File: config.mk
export PLATFORM = sky130hd
export DESIGN_NAME = seg_display_scan
export DESIGN_NICKNAME = d
export VERILOG_FILES = /design/src/rtl/seg_display_scan.sv
export SDC_FILE = /design/constraint.sdc
export NUM_CORES = 1
export LEC_CHECK = 0
export ABC_CLOCK_PERIOD_IN_PS = 2700
export BUFFER_PORTS_ARGS = -buffer_cell sky130_fd_sc_hd__buf_2
export CAP_MARGIN = 20
export CORE_ASPECT_RATIO = 0.9
export CORE_MARGIN = 5
export CORE_UTILIZATION = 30
export CTS_CLUSTER_SIZE = 24
export DETAILED_ROUTE_END_ITERATION = 8
export HOLD_SLACK_MARGIN = 0.15
export PLACE_DENSITY = 0.46
export SLEW_MARGIN = 20
export SYNTH_ARGS = -nofsm -noshare
export SYNTH_HDL_FRONTEND = slang
export SYNTH_SLANG_ARGS = --single-unit
export TNS_END_PERCENT = 10
File: constraint.sdc
create_clock -name clk -period 2.7 [get_ports clk]
set_input_delay 0.405 -clock clk [delete_from_list [all_inputs] [get_ports clk]]
set_output_delay 0.405 -clock clk [all_outputs]
set_load 0.05 [all_outputs]
File: src/rtl/seg_display_scan.sv
// Binary-to-BCD display driver: sequential double-dabble conversion feeding a
// multiplexed 7-segment scan with leading-zero blanking and overflow dashes.
module seg_display_scan #(
    parameter int IN_W       = 8,
    parameter int DIGITS     = 3,
    parameter int SCAN_DIV   = 1000,
    parameter int ACTIVE_LOW = 1
) (
    input  logic              clk,
    input  logic              rst,
    input  logic [IN_W-1:0]   value,
    input  logic              load,
    input  logic              blank_lz,
    output logic              busy,
    output logic [6:0]        seg,
    output logic              dp,
    output logic [DIGITS-1:0] an
);

    localparam int BCD_W = 4 * DIGITS;
    localparam int CNT_W = (IN_W > 1) ? $clog2(IN_W) : 1;
    localparam int PRE_W = (SCAN_DIV > 1) ? $clog2(SCAN_DIV) : 1;
    localparam int IDX_W = (DIGITS > 1) ? $clog2(DIGITS) : 1;
    localparam logic POL = (ACTIVE_LOW != 0);

    typedef enum logic {
        IDLE = 1'b0,
        CONV = 1'b1
    } state_t;

    state_t            state;
    logic [IN_W-1:0]   shift;
    logic [BCD_W-1:0]  bcd;
    logic              ovf;
    logic [CNT_W-1:0]  iter;
    logic [BCD_W-1:0]  disp_bcd;
    logic              disp_ovf;

    logic [BCD_W-1:0]  bcd_adj;
    logic [BCD_W-1:0]  next_bcd;
    logic [IN_W-1:0]   next_shift;
    logic              next_ovf;

    logic [PRE_W-1:0]  pre;
    logic [IDX_W-1:0]  idx;
    logic [DIGITS-1:0] lead_zero;
    logic              seen_nonzero;
    logic [3:0]        sel_nib;
    logic              sel_lz;
    logic [6:0]        seg_hi;
    logic [DIGITS-1:0] an_hi;

    function automatic logic [6:0] decode(input logic [3:0] nib);
        case (nib)
            4'd0:    decode = 7'h3F;
            4'd1:    decode = 7'h06;
            4'd2:    decode = 7'h5B;
            4'd3:    decode = 7'h4F;
            4'd4:    decode = 7'h66;
            4'd5:    decode = 7'h6D;
            4'd6:    decode = 7'h7D;
            4'd7:    decode = 7'h07;
            4'd8:    decode = 7'h7F;
            4'd9:    decode = 7'h6F;
            default: decode = 7'h00;
        endcase
    endfunction

    // One double-dabble step: add-3 correction on every nibble, then shift.
    always_comb begin
        bcd_adj = bcd;
        for (int i = 0; i < DIGITS; i++) begin
            if (bcd[4*i +: 4] >= 4'd5) begin
                bcd_adj[4*i +: 4] = bcd[4*i +: 4] + 4'd3;
            end
        end
        next_bcd   = {bcd_adj[BCD_W-2:0], shift[IN_W-1]};
        next_shift = {shift[IN_W-2:0], 1'b0};
        next_ovf   = ovf | bcd_adj[BCD_W-1];
    end

    always_ff @(posedge clk or posedge rst) begin
        if (rst) begin
            state    <= IDLE;
            busy     <= 1'b0;
            shift    <= '0;
            bcd      <= '0;
            ovf      <= 1'b0;
            iter     <= '0;
            disp_bcd <= '0;
            disp_ovf <= 1'b0;
        end else begin
            case (state)
                IDLE: begin
                    if (load) begin
                        shift <= value;
                        bcd   <= '0;
                        ovf   <= 1'b0;
                        iter  <= '0;
                        busy  <= 1'b1;
                        state <= CONV;
                    end
                end
                CONV: begin
                    shift <= next_shift;
                    bcd   <= next_bcd;
                    ovf   <= next_ovf;
                    iter  <= iter + CNT_W'(1);
                    // Publish on the last iteration so partial results never show.
                    if (iter == CNT_W'(IN_W - 1)) begin
                        disp_bcd <= next_bcd;
                        disp_ovf <= next_ovf;
                        busy     <= 1'b0;
                        state    <= IDLE;
                    end
                end
                default: state <= IDLE;
            endcase
        end
    end

    // A digit is a leading zero when it and everything above it is zero; digit 0 never is.
    always_comb begin
        seen_nonzero = 1'b0;
        lead_zero    = '0;
        for (int i = DIGITS - 1; i >= 0; i--) begin
            if (disp_bcd[4*i +: 4] != 4'd0) begin
                seen_nonzero = 1'b1;
            end
            lead_zero[i] = !seen_nonzero && (i != 0);
        end
    end

    always_comb begin
        sel_nib = 4'd0;
        sel_lz  = 1'b0;
        an_hi   = '0;
        for (int i = 0; i < DIGITS; i++) begin
            if (idx == IDX_W'(i)) begin
                sel_nib  = disp_bcd[4*i +: 4];
                sel_lz   = lead_zero[i];
                an_hi[i] = 1'b1;
            end
        end
        if (disp_ovf) begin
            seg_hi = 7'h40;
        end else if (blank_lz && sel_lz) begin
            seg_hi = 7'h00;
        end else begin
            seg_hi = decode(sel_nib);
        end
    end

    // Scan runs free of the converter; seg and an are registered together.
    always_ff @(posedge clk or posedge rst) begin
        if (rst) begin
            pre <= '0;
            idx <= '0;
            seg <= {7{POL}};
            an  <= {DIGITS{POL}};
            dp  <= POL;
        end else begin
            if (pre == PRE_W'(SCAN_DIV - 1)) begin
                pre <= '0;
                idx <= (idx == IDX_W'(DIGITS - 1)) ? '0 : idx + IDX_W'(1);
            end else begin
                pre <= pre + PRE_W'(1);
            end
            seg <= seg_hi ^ {7{POL}};
            an  <= an_hi ^ {DIGITS{POL}};
            dp  <= POL;
        end
    end

endmodule

# Word level (Yosys, flattened, before mapping)
# Memory sizes are Yosys's and may differ from the RTL's.
# Cells that the tools add are included.
# totals
register_bits,61
romBits,112
in_bits,12
out_inout_bits,12
wordCells,71
mem_count,1
# classes
add_sub_neg,6
order_cmp,3
eq_ne,6
muxes,31
bitwise_logic,4
n_reduce_logical,8
# mem_list
memory,words,width,read_ports,rd_ports_with_merged_regs,wr,line,rtl
(no name shown),16,7,1,0,0,54,case (nib)
# ops
op,n
two-way mux 4 bit,6
case mux 12 bit (2 select lines),1
case mux 8 bit (2 select lines),1
two-way mux 7 bit,2
"adder 4 x 2 -> 4 bit, second input constant",3
">= comparator 4 x 3 -> 1 bit, second input constant",3
two-way mux 1 bit,12
two-way mux 12 bit,1
"adder 10 x 1 -> 10 bit, second input constant",1
"== test 10 bit, second input constant",1
two-way mux 10 bit,1
two-way mux 8 bit,1
nonzero test 4 bit,2
NOT 7 bit,1
case mux 1 bit (2 select lines),3
case mux 3 bit (2 select lines),1
AND reduction 2 bit,2
"adder 3 x 1 -> 3 bit, second input constant",1
"== test 3 bit, second input constant",1
two-way mux 3 bit,1
NOT 3 bit,1
"adder 2 x 1 -> 2 bit, second input constant",1
"== test 2 x 1 -> 1 bit, second input constant",1
"== test 2 bit, second input constant",1
8 further kinds,9

# Depth between registers and ports, before layout
# depth
ltp_word,10
ltp_mapped,8
depth_no_buf,7

# Worst setup path after synthesis
# OpenSTA, ideal clock, no wires.
# synth_path
path_type,register to register
from,register idx[0]
to,register seg[3]
setup_time_ns,0.098
arrival_ns,1.473
required_ns,2.602
setup_slack_ns,1.129
path_stages_with_launch,8
n_path_buf,1
period_less_slack_ns,1.571
cell_sequence,dfrtp_1 > buf_6 > mux2i_1 > o22ai_2 > inv_1 > ha_1 > mux2i_1 > o211ai_1
# synth_via
elab_chain_len,8
elab_cells_between_ends,13
cone_classes,eq/ne (2); mux (7); bitwise (1); reduce/logical (2); memory (1)
# synth_lines
item,line,rtl
from (decl),45,logic [IDX_W-1:0] idx;
from (signal assigned),165,idx <= (idx == IDX_W'(DIGITS - 1)) ? '0 : idx + IDX_W'(1);
logical NOT 2 bit,139,if (idx == IDX_W'(i)) begin
two-way mux 4 bit (3 in series),139,
memory (16 x 7 bit),n/a,
two-way mux 7 bit *,147,end else if (blank_lz && sel_lz) begin
two-way mux 7 bit *,145,if (disp_ovf) begin
NOT 7 bit (no line) *,n/a,
to (signal assigned),159,seg <= {7{POL}};
to (signal assigned),169,seg <= seg_hi ^ {7{POL}};
to (decl),15,"output logic [6:0] seg,"
# Every way passes the cells marked *; elsewhere a longest branch is shown, timed or not.
# A chain may end at the register's enable or synchronous reset.

# Final worst setup path
# layout_path
from,register idx[0]
to,register seg[4]
# The elaborated chain is that of the path after synthesis.

==> flow_summary.json <==
{
  "outcome": "finished, final reports clean",
  "synth-simple-area-share": 0.142,
  "post-route-util": 0.358,
  "rr_endpoint": "seg[4]$_DFF_PP1_",
  "setup-violations-final": 0,
  "hold_path.class": "in -> async",
  "synthesis.nets": 312,
  "dp_hpwl_um": 3920,
  "dp_slack_ns": 0.824,
  "synthDistinctLibCells": 45,
  "die-area_um2": 12400,
  "syn_to_final_growth_pct": 17.6,
  "ys_ff_latch": 61,
  "rsz0062_at_grt": "false",
  "grt_overflow": 0,
  "antenna_found_initial": 0,
  "async_flop_share": 1.00,
  "reg2reg_depth": 7,
  "synth_top_cell_by_area": "dfrtp_1",
  "portBuffers": 22,
  "grt_max_degree": 62,
  "hold_viol_final": 0,
  "cp_slowest_stage_delay_ns": 0.66,
  "grt_util_all_layers": 0.105,
  "powerDensity_nw_per_um2": 1130,
  "seq_area_um2": 1540,
  "die_x_um": 117,
  "yosysWarnings": 0,
  "drt.antenna.violating_nets": 0,
  "wirelength_um": 5790,
  "ys_seq_area_frac": 0.498,
  "clk_latency_ns": 0.33,
  "vias_per_cell": 4.65,
  "grt_pass1_wl_um": 10300,
  "dieHeight_um": 106,
  "path_class": "reg -> reg",
  "peakVddDrop_mv": 0.542,
  "num_vias": 2061,
  "hold_buffers": 0,
  "io_pins": 24,
  "slowest_stage": "dfrtp_1",
  "synth_mux_area_frac": 0.103,
  "avgSynthCellArea_um2": 10.8,
  "drcViolationCount": 0,
  "drt_iter0_markers": 95,
  "clk_path_buf_depth": 2,
  "crit_arrival_ns": 2.11,
  "cp_cell_sequence": "mux2i_1, o22ai_2, inv_1, ha_1, inv_1, nor2_1, o311ai_1",
  "synth.area.top_cells": "dfrtp_1 41%, dfstp_2 8.5%, mux2i_1 8.1%",
  "yosysTopAreaCellShare": 0.413,
  "first_global_vias": 2152,
  "crit_path_start_kind": "flop",
  "rr_startpoint": "idx[0]$_DFFE_PP0N_",
  "min_period_over_period": 0.697,
  "synth-edff-count": 0,
  "cp-end-kind": "flop",
  "drive_gt1_frac": 0.210,
  "cp_max_fo": 12,
  "fp.coreArea_um2": 10200,
  "synth_xor_xnor_area_share": 0.0312,
  "clockRootBuffer": "clkbuf_16",
  "synth_top_family_by_area": "simple AND/OR/NAND/NOR gates",
  "multi_input_area_um2": 1430,
  "start_util": 0.304,
  "htree_levels": 3,
  "synth_fa_ha_area_frac": 0.0567,
  "final.fill_count": 1056,
  "row_count": 35,
  "leakage_uw": 0.00163,
  "post-route-min-period_ns": 1.88,
  "timing.fmax_ghz": 0.532,
  "crit_top_cell": "inv_1",
  "synth-compound-area-share": 0.130,
  "worst_pin_slew_ns": 0.781,
  "post_cts_buffers": 0,
  "cts_made_buffers": 9,
  "required_ns": 2.93,
  "startpoint": "idx[0]$_DFFE_PP0N_",
  "routedWlPerCell_um": 13.1,
  "cts_tree": "done",
  "final.setup.tns_ns": 0,
  "cts.clk_slew.worst_paths_ns": 0.05,
  "crit_buf_inv": 2,
  "cts.sinks": 61,
  "reg2reg_setup_slack_ns": 0.82,
  "finalWorstSetupSlack_ns": 0.819,
  "fin_nets": 335,
  "worst-path-stages": 7,
  "final_max_slew_viol_count": 0,
  "place_congestion": 0.776,
  "critical-path-top-delay-family": "flip-flops",
  "n_antenna_cell": 0,
  "ctsResizeCount": 0,
  "drv_cap": 0,
  "netlist_area_um2": 3090,
  "fin_skew_ns": 0.00357,
  "slew_headroom": 0.479,
  "synthCells": 286,
  "synth-main-ff-cell": "dfrtp_1",
  "drtPass1Iterations": 4
}
==> registers in the layout (all words and copies together) (netlist names), 2 cells and up <==
signal	count
bcd	12
disp_bcd	12
pre	10
shift	8
seg	7
an	3
iter	3
idx	2
==> through the flow <==
step,std cells,cell area [um2],hold WS (ns),total power (uW)
after floorplan,286,3090,0.402,2600
after global routing,443,3630,0.314,4420
after detailed placement,427,3320,0.457,2950
after CTS,443,3630,0.308,4190
final,443,3630,0.300,4110
after global placement,427,3320,0.452,2920
==> layer usage <==
layer	vias to the layer above	part of all wire	global-route usage
li1	1046	-	-
met1	973	0.49	0.134
met2	32	0.44	0.159
met3	10	0.046	0.0415
met4	0	0.019	0.0418
met5	-	0	0
==> Yosys cell counts (2+ instances only) <==
cell,number
mux2_2,6
mux2i_1,25
a22o_1,2
nand4_1,3
o311ai_1,2
o22ai_2,3
dfrtp_1,51
nor2b_1,2
nand2_1,29
nor3_1,3
buf_1,4
nor3b_1,11
dfstp_2,10
inv_1,14
clkbuf_1,3
ha_1,14
o211ai_1,4
and3_1,2
o21ai_1,10
nand2b_1,14
a21oi_1,10
xnor2_1,6
nor2_1,9
xor2_1,5
a21o_1,5
nand3_1,5
buf_2,4
o21ai_0,13
==> tightest hold or removal path, cell delays in order <==
cell,delay (ns)
buf_2,0.10
inv_2,0.03
buf_4,0.60
==> kinds of logic after synthesis <==
family	Yosys count
compound gates	58
buf+inv	27
simple gates	83
fa+ha+maj	14
xor+xnor	11
mux	31
flops	61
other cells	1
==> report_power, final <==
group | internal (uW) | leakage (uW) | switching (uW)
registers | 1230 | 0.000745 | 212
logic | 605 | 0.000731 | 862
clock network | 801 | 0.000151 | 401
total | 2630 | 0.00163 | 1470
==> cells in the final DEF, fill, tap and decap left out, drive strengths merged, types with 2 or more instances in the layout <==
master	n
dfrtp	51
nand2	29
mux2i	25
buf	25
o21ai	24
nand2b	14
ha	14
inv	14
nor3b	12
a21oi	10
dfstp	10
nor2	9
clkbuf	9
xnor2	6
mux2	6
nand3	5
a21o	5
xor2	5
o211ai	4
o22ai	4
nor3	3
nand4	3
clkinv	3
nor2b	2
a22o	2
and3	2
o311ai	2
clkinvlp	2
bufinv	2
==> layout make-up <==
cell class / instances / share of cell area
clock inverter: 7 / 0.0248
tap: 129 / 0.0444
clock buffer: 9 / 0.0620
multi-input combinational: 198 / 0.394
inverter: 14 / 0.0145
sequential: 61 / 0.424
timing repair buffer: 25 / 0.0365
==> worst max path at each step <==
stage | endpoint | slack, ns
final | seg[4]$_DFF_PP1_ | 0.82
after global routing | seg[4]$_DFF_PP1_ | 0.59
after CTS | seg[4]$_DFF_PP1_ | 0.79
after detailed placement | seg[4]$_DFF_PP1_ | 0.82
after global placement | seg[4]$_DFF_PP1_ | 0.90
after floorplan | bcd[0]$_DFFE_PP0P_ | 0.80
No activity file was read; power rests on OpenSTA's default activity.
